<file path="config.mk">
export PLATFORM = sky130hd
export DESIGN_NAME = n_bit_subtractor
export DESIGN_NICKNAME = d
export VERILOG_FILES = /design/src/rtl/n_bit_subtractor_full_subtractor.sv /design/src/rtl/n_bit_subtractor.sv
export SDC_FILE = /design/constraint.sdc
export NUM_CORES = 1
export LEC_CHECK = 0
export BUFFER_PORTS_ARGS = -buffer_cell sky130_fd_sc_hd__buf_2
export CAP_MARGIN = 20
export CORE_MARGIN = 8
export CORE_UTILIZATION = 37
export DETAILED_ROUTE_END_ITERATION = 16
export GPL_ROUTABILITY_DRIVEN = 1
export GPL_TIMING_DRIVEN = 0
export PLACE_DENSITY_LB_ADDON = 0.15
export RECOVER_POWER = 25
export SLEW_MARGIN = 15
export SYNTH_ARGS = -nofsm -noshare
export SYNTH_HDL_FRONTEND = slang
export SYNTH_HIERARCHICAL = 1
export SYNTH_SLANG_ARGS = --single-unit
</file>
<file path="constraint.sdc">
create_clock -name clk -period 4.4 [get_ports clk]
set_input_delay 0 -clock clk [delete_from_list [all_inputs] [get_ports clk]]
set_output_delay 0 -clock clk [all_outputs]
set_load 0.02 [all_outputs]
</file>
<file path="src/rtl/n_bit_subtractor_full_subtractor.sv">
// -----------------------------------------------------------------------------
// full_subtractor
// One-bit subtractor cell, used as a single stage of the ripple-borrow chain
// in n_bit_subtractor.
//
// Ports:
//   a   in   1  minuend bit
//   b   in   1  subtrahend bit
//   bin in   1  borrow into this stage (weight 1)
//   d   out  1  difference bit, a - b - bin
//   bo  out  1  borrow out of this stage
// -----------------------------------------------------------------------------
`timescale 1ns/1ps

module full_subtractor (
    input  logic a,
    input  logic b,
    input  logic bin,
    output logic d,
    output logic bo
);

    assign d  = a ^ b ^ bin;

    // A stage borrows when b beats a outright, or when a and b tie and the
    // incoming borrow still has to be paid.
    assign bo = (~a & b) | (~(a ^ b) & bin);

endmodule

</file>
<file path="src/rtl/n_bit_subtractor.sv">
// -----------------------------------------------------------------------------
// n_bit_subtractor
// Unsigned N-bit subtractor that produces an N+1-bit two's-complement
// difference, (in1 - in2 - cin) mod 2^(N+1). It is built from a ripple-borrow
// chain of full_subtractor cells. The combinational result is also registered
// once, with a synchronous clear.
//
// Parameters:
//   IN_DATAWIDTH  operand width N, 1..64
//
// Ports:
//   clk    in   1    rising-edge clock for sum_q
//   rst    in   1    synchronous active-high clear of sum_q
//   in1    in   N    minuend, unsigned
//   in2    in   N    subtrahend, unsigned
//   cin    in   1    borrow-in, subtracted with weight 1
//   sum    out  N+1  combinational difference; sum[N] is the final borrow
//   sum_q  out  N+1  sum delayed by one clock
//   bout   out  1    combinational borrow-out, identical to sum[N]
// -----------------------------------------------------------------------------
`timescale 1ns/1ps

module n_bit_subtractor #(
    parameter int IN_DATAWIDTH = 8
) (
    input  logic                    clk,
    input  logic                    rst,
    input  logic [IN_DATAWIDTH-1:0] in1,
    input  logic [IN_DATAWIDTH-1:0] in2,
    input  logic                    cin,
    output logic [IN_DATAWIDTH:0]   sum,
    output logic [IN_DATAWIDTH:0]   sum_q,
    output logic                    bout
);

    // The result is one bit wider than the operands so that the whole
    // difference range [-2^N, 2^N-1] fits. Because this is a localparam, the
    // width cannot be set independently of IN_DATAWIDTH.
    localparam int OUT_DATAWIDTH = IN_DATAWIDTH + 1;

    // borrow[i] is the borrow entering stage i. borrow[N] leaves the top stage.
    logic [OUT_DATAWIDTH-1:0] borrow;
    logic [IN_DATAWIDTH-1:0]  diff;

    assign borrow[0] = cin;

    // Ripple-borrow chain, LSB first: each stage takes its borrow from the
    // stage below it.
    genvar i;
    generate
        for (i = 0; i < IN_DATAWIDTH; i++) begin : g_stage
            full_subtractor u_cell (
                .a   (in1[i]),
                .b   (in2[i]),
                .bin (borrow[i]),
                .d   (diff[i]),
                .bo  (borrow[i+1])
            );
        end
    endgenerate

    // The final borrow serves as the sign bit of the wider result.
    assign sum  = {borrow[IN_DATAWIDTH], diff};
    assign bout = borrow[IN_DATAWIDTH];

    // The registered copy of the difference. Reset clears only this register.
    // sum and bout keep tracking the inputs while reset is asserted.
    always_ff @(posedge clk) begin
        if (rst) begin
            sum_q <= '0;
        end else begin
            sum_q <= sum;
        end
    end

endmodule

</file>
==> results of run 1 <==
-- synth_stat cells --
cell type / count / area [um2]
buf_4: 1 / 7.510
dfxtp_1: 9 / 180.2
fa_1: 8 / 160.2
inv_1: 24 / 90.09
nor2b_1: 9 / 56.30
-- report_power, final --
group / switching, mW / internal (mW) / total [mW] / leakage (nW)
logic: 0.0627 / 0.0378 / 0.100 / 0.339
registers: 0.00207 / 0.0915 / 0.0935 / 0.0750
clock network: 0.0277 / 0.0334 / 0.0611 / 0.0177
-- worst paths after layout --
kind,start,slack (ns),cells after the start,endpoint
setup / recovery,in1[0],0.42,26,sum[8]
hold / removal,rst,0.03,2,sum_q[8]
-- placed cells by master (no fill, tap or decap) --
cell,Yosys,layout
buf_2,0,30
inv_1,24,24
nor2b_1,9,9
dfxtp_1,9,9
fa_1,8,8
clkbuf_1,0,7
clkbuf_4,0,3
buf_4,1,1
clkinv_2,0,1
-- per-stage QoR --
| step | instances | hold WS, ns |
|---|---|---|
| after global routing | 107 | 0.02379 |
| after global placement | 103 | 0.3015 |
| after detailed placement | 103 | 0.3030 |
| after floorplan | 51 | 0.07161 |
| final | 107 | 0.02848 |
| after CTS | 107 | 0.02302 |
-- layer usage --
layer / routed length [um] / up-vias
li1: - / 212
met1: 341 / 182
met2: 571 / 17
met3: 131 / 0
met4: 0 / 0
met5: 0 / -
-- final cells by class --
| type | instances | area, um2 |
|---|---|---|
| multi-input cells | 17 | 216.5 |
| fillers | 138 | 551.8 |
| clock inverters | 1 | 5.005 |
| clock buffers | 3 | 22.52 |
| inverters | 24 | 90.09 |
| flip-flops and latches | 9 | 180.2 |
| plain buffers | 1 | 7.507 |
| well taps | 15 | 18.77 |
| repair buffers | 37 | 176.4 |
-- cell families after synthesis --
logic type | count (synthesis)
buffers and inverters | 25
flip-flops | 9
AND/OR/NAND/NOR | 9
adder cells (fa/ha/maj) | 8
==> qor.csv, run 1 <==
metric,value,unit
status,"complete, no violations",
Yosys cell types,5,
largest register by flop count,sum_q,
Total Power,255.2,uW
RSZ-0062 raised after global routing,false,
synth-to-layout area growth,45.06,%
share of cells above drive strength 1,38.04,%
Synth Instances,51,
critical path's top delay family,adder cells,
Most Frequent Cell on Critical Path,inv_1,
DIE AREA,2761,um2
Crit. End Element,output pin,
grt total ovfl,0,
first-pass GRT wire length,1773,um
Post-Synth Adder-Cell Area,32.41,%
final worst slack,0.4190,ns
GRT Total Usage,8.472,%
Core Area,1269,um2
GR Util met1,7.553,%
GR Util met3,3.125,%
detailed-route via count,411,
setup_tns,0,ns
largest net degree at the start of global routing,10,
f_max,251.2,MHz
number of buffers created by CTS,3,
htree depth,1,
YS warnings,6,
Worst Setup Start Kind,input pin,
drt wl/cell,9.748,um
"Avg Cell Area, Syn",9.691,um2
vias in the first global route,455,
Largest register FFs,9,
xor and xnor area share after synthesis,0,%
WP buf/inv,18,
IO Pins,38,
Slew Limit Fails,0,
GR peak layer,met2,
simple-gate share of the synthesized area,11.39,%
Fin. Hold Viols,0,
Initial Util,38.95,%
Row Count,13,
initial antenna violation count,0,
dpl ws,0.3667,ns
clock slew at reported path FFs,0.06,ns
met2 Usage GRT,14.43,%
"Gates resized, CTS repair",0,
biggest regs,sum_q: 9 flops,
Power Dens Cells,355.9,nW/um2
Worst EP required,4.40,ns
CP peak stage delay,0.41,ns
die height,52.55,um
final core occ,56.51,%
Final Critical Period,3.981,ns
initial DRC count,7,
total routed wirelength,1043,um
diodes inserted,0,
Post-route DRC,0,
Worst EP arrival,3.98,ns
Setup CP Type,in2out,
drt first pass iters,3,
final setup violation count,0,
HP Class,in2reg,
number of max-cap violations,0,
remaining antenna violation count after routing,0,
sequential element share of the synthesized area,36.46,%
Static Leak,0.4322,nW
mux cell area share after synthesis,0,%
Post-Syn Area,494.2,um2
nets,120,
vias per std cell,3.841,
CTS Sinks,9,
TritonCTS clock tree,done,
die width,52.55,um
Slew HR,82.68,%
Slew @ Worst Pin,0.2609,ns
Root Driver,clkbuf_4,
Tcrit/Tclk final,90.48,%
"FF+latch count, synth",9,
syn nets,78,
design area,716.9,um2
hold-fix buffers at CTS,0,
Max VDD drop,136.5,uV
placed cell area,698.2,um2
largest fanout on the critical path,3,
Port-buffer cells,37,
RD Place Congestion,0.6086,
post-DP HPWL,957,um
CP max stage cell,fa_1,
postcts setup bufs,0,
Synth Area in Compound Gates,0,%
maximum root-to-sink buffer count,2,
largest family of logic cells by synthesized area,adder cells,
Note: power is estimated with default switching activity, not from simulation.
==> run 2, diff against run 1 <==
Settings changed: CELL_PAD_IN_SITES_DETAIL_PLACEMENT set to 1, CELL_PAD_IN_SITES_GLOBAL_PLACEMENT set to 2, CORE_UTILIZATION 37 to 19.
==> run 2 against run 1 <==
Against the previous run:
- non-clock buffer count is the same
- largest power group unchanged
- cell count grew 14%
- worst hold slack gained 0.020 ns
- critical endpoint unchanged
==> qor.csv, run 2 (same netlist as run 1, synthesis figures left out) <==
metric,value,unit,change
status,"complete, no violations",,unchanged
DIE AREA,4489,um2,was 2761 um2
net switching fraction of the power,36.41,%,was 36.24%
share of cells above drive strength 1,38.04,%,unchanged
largest register by flop count,sum_q,,unchanged
nets,120,,unchanged
CP Launch Point,in1[0],,unchanged
number of buffers created by CTS,3,,unchanged
placed instance count,118,,was 103
Port-buffer cells,37,,unchanged
metal2 WL,741,um,was 571 um
"commonest non-fill, non-tap cell in the layout",buf_2,,unchanged
TritonCTS clock tree,done,,unchanged
die width,67,um,was 52.55 um
initial DRC count,35,,was 7
FILL cells,310,,was 138
first-pass GRT wire length,2035,um,was 1773 um
vias per std cell,3.500,,was 3.841
post-DP HPWL,1165,um,was 957 um
WL met1,406,um,was 341 um
Largest register FFs,9,,unchanged
GRT Total Usage,6.107,%,was 8.472%
final non-filler cell total,122,,was 107
HP Class,in2reg,,unchanged
vias in the first global route,512,,was 455
CTS Sinks,9,,unchanged
drt wl/cell,10.88,um,was 9.748 um
RD Place Congestion,0.6959,,was 0.6086
share of total power in the clock network,24.2,%,was 24.0%
"Gates resized, CTS repair",0,,unchanged
final setup violation count,0,,unchanged
Combinational Power Share,39.7,%,was 39.4%
Core Area,2477,um2,was 1269 um2
hold-fix buffers at CTS,0,,unchanged
Max VDD drop,132.3,uV,was 136.5 uV
sequential fraction of design power,36.1,%,was 36.7%
Worst EP arrival,4.05,ns,was 3.98 ns
detailed-route via count,427,,was 411
die height,67,um,was 52.55 um
clock slew at reported path FFs,0.06,ns,about the same
Final Critical Period,4.053,ns,was 3.981 ns
total routed wirelength,1327,um,was 1043 um
IO Pins,38,,unchanged
Post-route DRC,0,,unchanged
Root Driver,clkbuf_4,,unchanged
biggest regs,sum_q: 9 flops,,unchanged
postcts setup bufs,0,,unchanged
RSZ-0062 raised after global routing,false,,unchanged
synth-to-layout area growth,48.86,%,was 45.06%
Row Count,18,,was 13
met3 WL,158,um,was 131 um
largest net degree at the start of global routing,10,,unchanged
grt total ovfl,0,,unchanged
Setup CP Type,in2out,,unchanged
initial antenna violation count,0,,unchanged
f_max,246.7,MHz,was 251.2 MHz
uppermost routed layer,met4,,was met3
CP Capture Point,sum[8],,unchanged
setup_tns,0,ns,unchanged
Worst EP required,4.40,ns,about the same
Pint,164.6,uW,was 162.7 uW
drt first pass iters,2,,was 3
Static Leak,0.4322,nW,about the same
Power Dens Cells,351.8,nW/um2,was 355.9 nW/um2
Crit. End Element,output pin,,unchanged
htree depth,1,,unchanged
Initial Util,19.95,%,was 38.95%
maximum root-to-sink buffer count,2,,unchanged
Tcrit/Tclk final,92.11,%,was 90.48%
diodes inserted,0,,unchanged
Fin. Hold Viols,0,,unchanged
number of max-cap violations,0,,unchanged
most frequent cells in the layout,"buf_2, inv_1, nor2b_1, dfxtp_1, fa_1",,unchanged
HP Start,rst,,unchanged
Worst Setup Start Kind,input pin,,unchanged
remaining antenna violation count after routing,0,,unchanged
Slew @ Worst Pin,0.2919,ns,was 0.2609 ns
P_sw,94.24,uW,was 92.46 uW
Slew Limit Fails,0,,unchanged
Slew HR,80.62,%,was 82.68%
largest fanout on the critical path,3,,unchanged
[run 2: cell count changes in the layout (fill, tap and decap cells not counted)]
cell / before / now
buf_2: 30 / 31
clkinv_2: 1 / 0
[run 2: how the worst min path moves through the flow]
stage                     to  cells after the start
detailed placement  sum_q[6]                      2
finish              sum_q[6]                      2
global placement    sum_q[8]                      2
global route        sum_q[7]                      2
CTS                 sum_q[6]                      2
floorplan           sum_q[0]                      1
[run 2: final cells by class]
class,instances,area [um2],area share (%)
Inverter,24,90.09,12.24
Clock buffer,4,26.28,3.571
Multi-Input combinational cell,17,216.5,29.42
Tap cell,30,37.54,5.102
Sequential cell,9,180.2,24.49
Timing Repair Buffer,37,177.7,24.15
Buffer,1,7.507,1.020
[run 2: power groups by stage]
stage	logic, mW	clock network, mW	registers (mW)
after floorplan	0.0588	0	0.109
after global routing	0.115	0.0720	0.0945
after global placement	0.106	0	0.0950
after CTS	0.109	0.0659	0.0933
final	0.103	0.0626	0.0934
after detailed placement	0.108	0	0.0951
[run 2: critical path, cell delays in order]
cell	delay (ns)
buf_2	0.11
fa_1	0.41
inv_1	0.06
inv_1	0.05
fa_1	0.36
inv_1	0.06
inv_1	0.04
fa_1	0.35
inv_1	0.06
inv_1	0.04
fa_1	0.35
inv_1	0.06
inv_1	0.04
fa_1	0.35
inv_1	0.06
inv_1	0.04
fa_1	0.34
inv_1	0.06
inv_1	0.04
fa_1	0.35
inv_1	0.06
inv_1	0.05
fa_1	0.35
inv_1	0.11
buf_4	0.12
buf_2	0.15
[run 2: per-stage QoR]
| step | setup WS (ns) | utilization, % | power [mW] | instance area (um2) | hold WS, ns |
|---|---|---|---|---|---|
| 6_report | 0.3472 | 29.70 | 0.2589 | 735.7 | 0.04833 |
| 5_1_grt | 0.06228 | 29.70 | 0.2815 | 735.7 | 0.05608 |
| 4_1_cts | 0.2559 | 30.00 | 0.2680 | 743.2 | 0.04991 |
| 3_5_place_dp | 0.2670 | 28.94 | 0.2036 | 716.9 | 0.3287 |
| 3_3_place_gp | 0.3401 | 28.94 | 0.2011 | 716.9 | 0.3236 |
| 2_1_floorplan | 0.4836 | - | 0.1676 | 494.2 | 0.07161 |
[run 2: routing by layer]
metal  track usage [%]  vias to the layer above
li1                  -                      210
met1             5.024                      196
met2             11.59                       19
met3             2.013                        2
met4             4.700                        0
met5                 0                        -
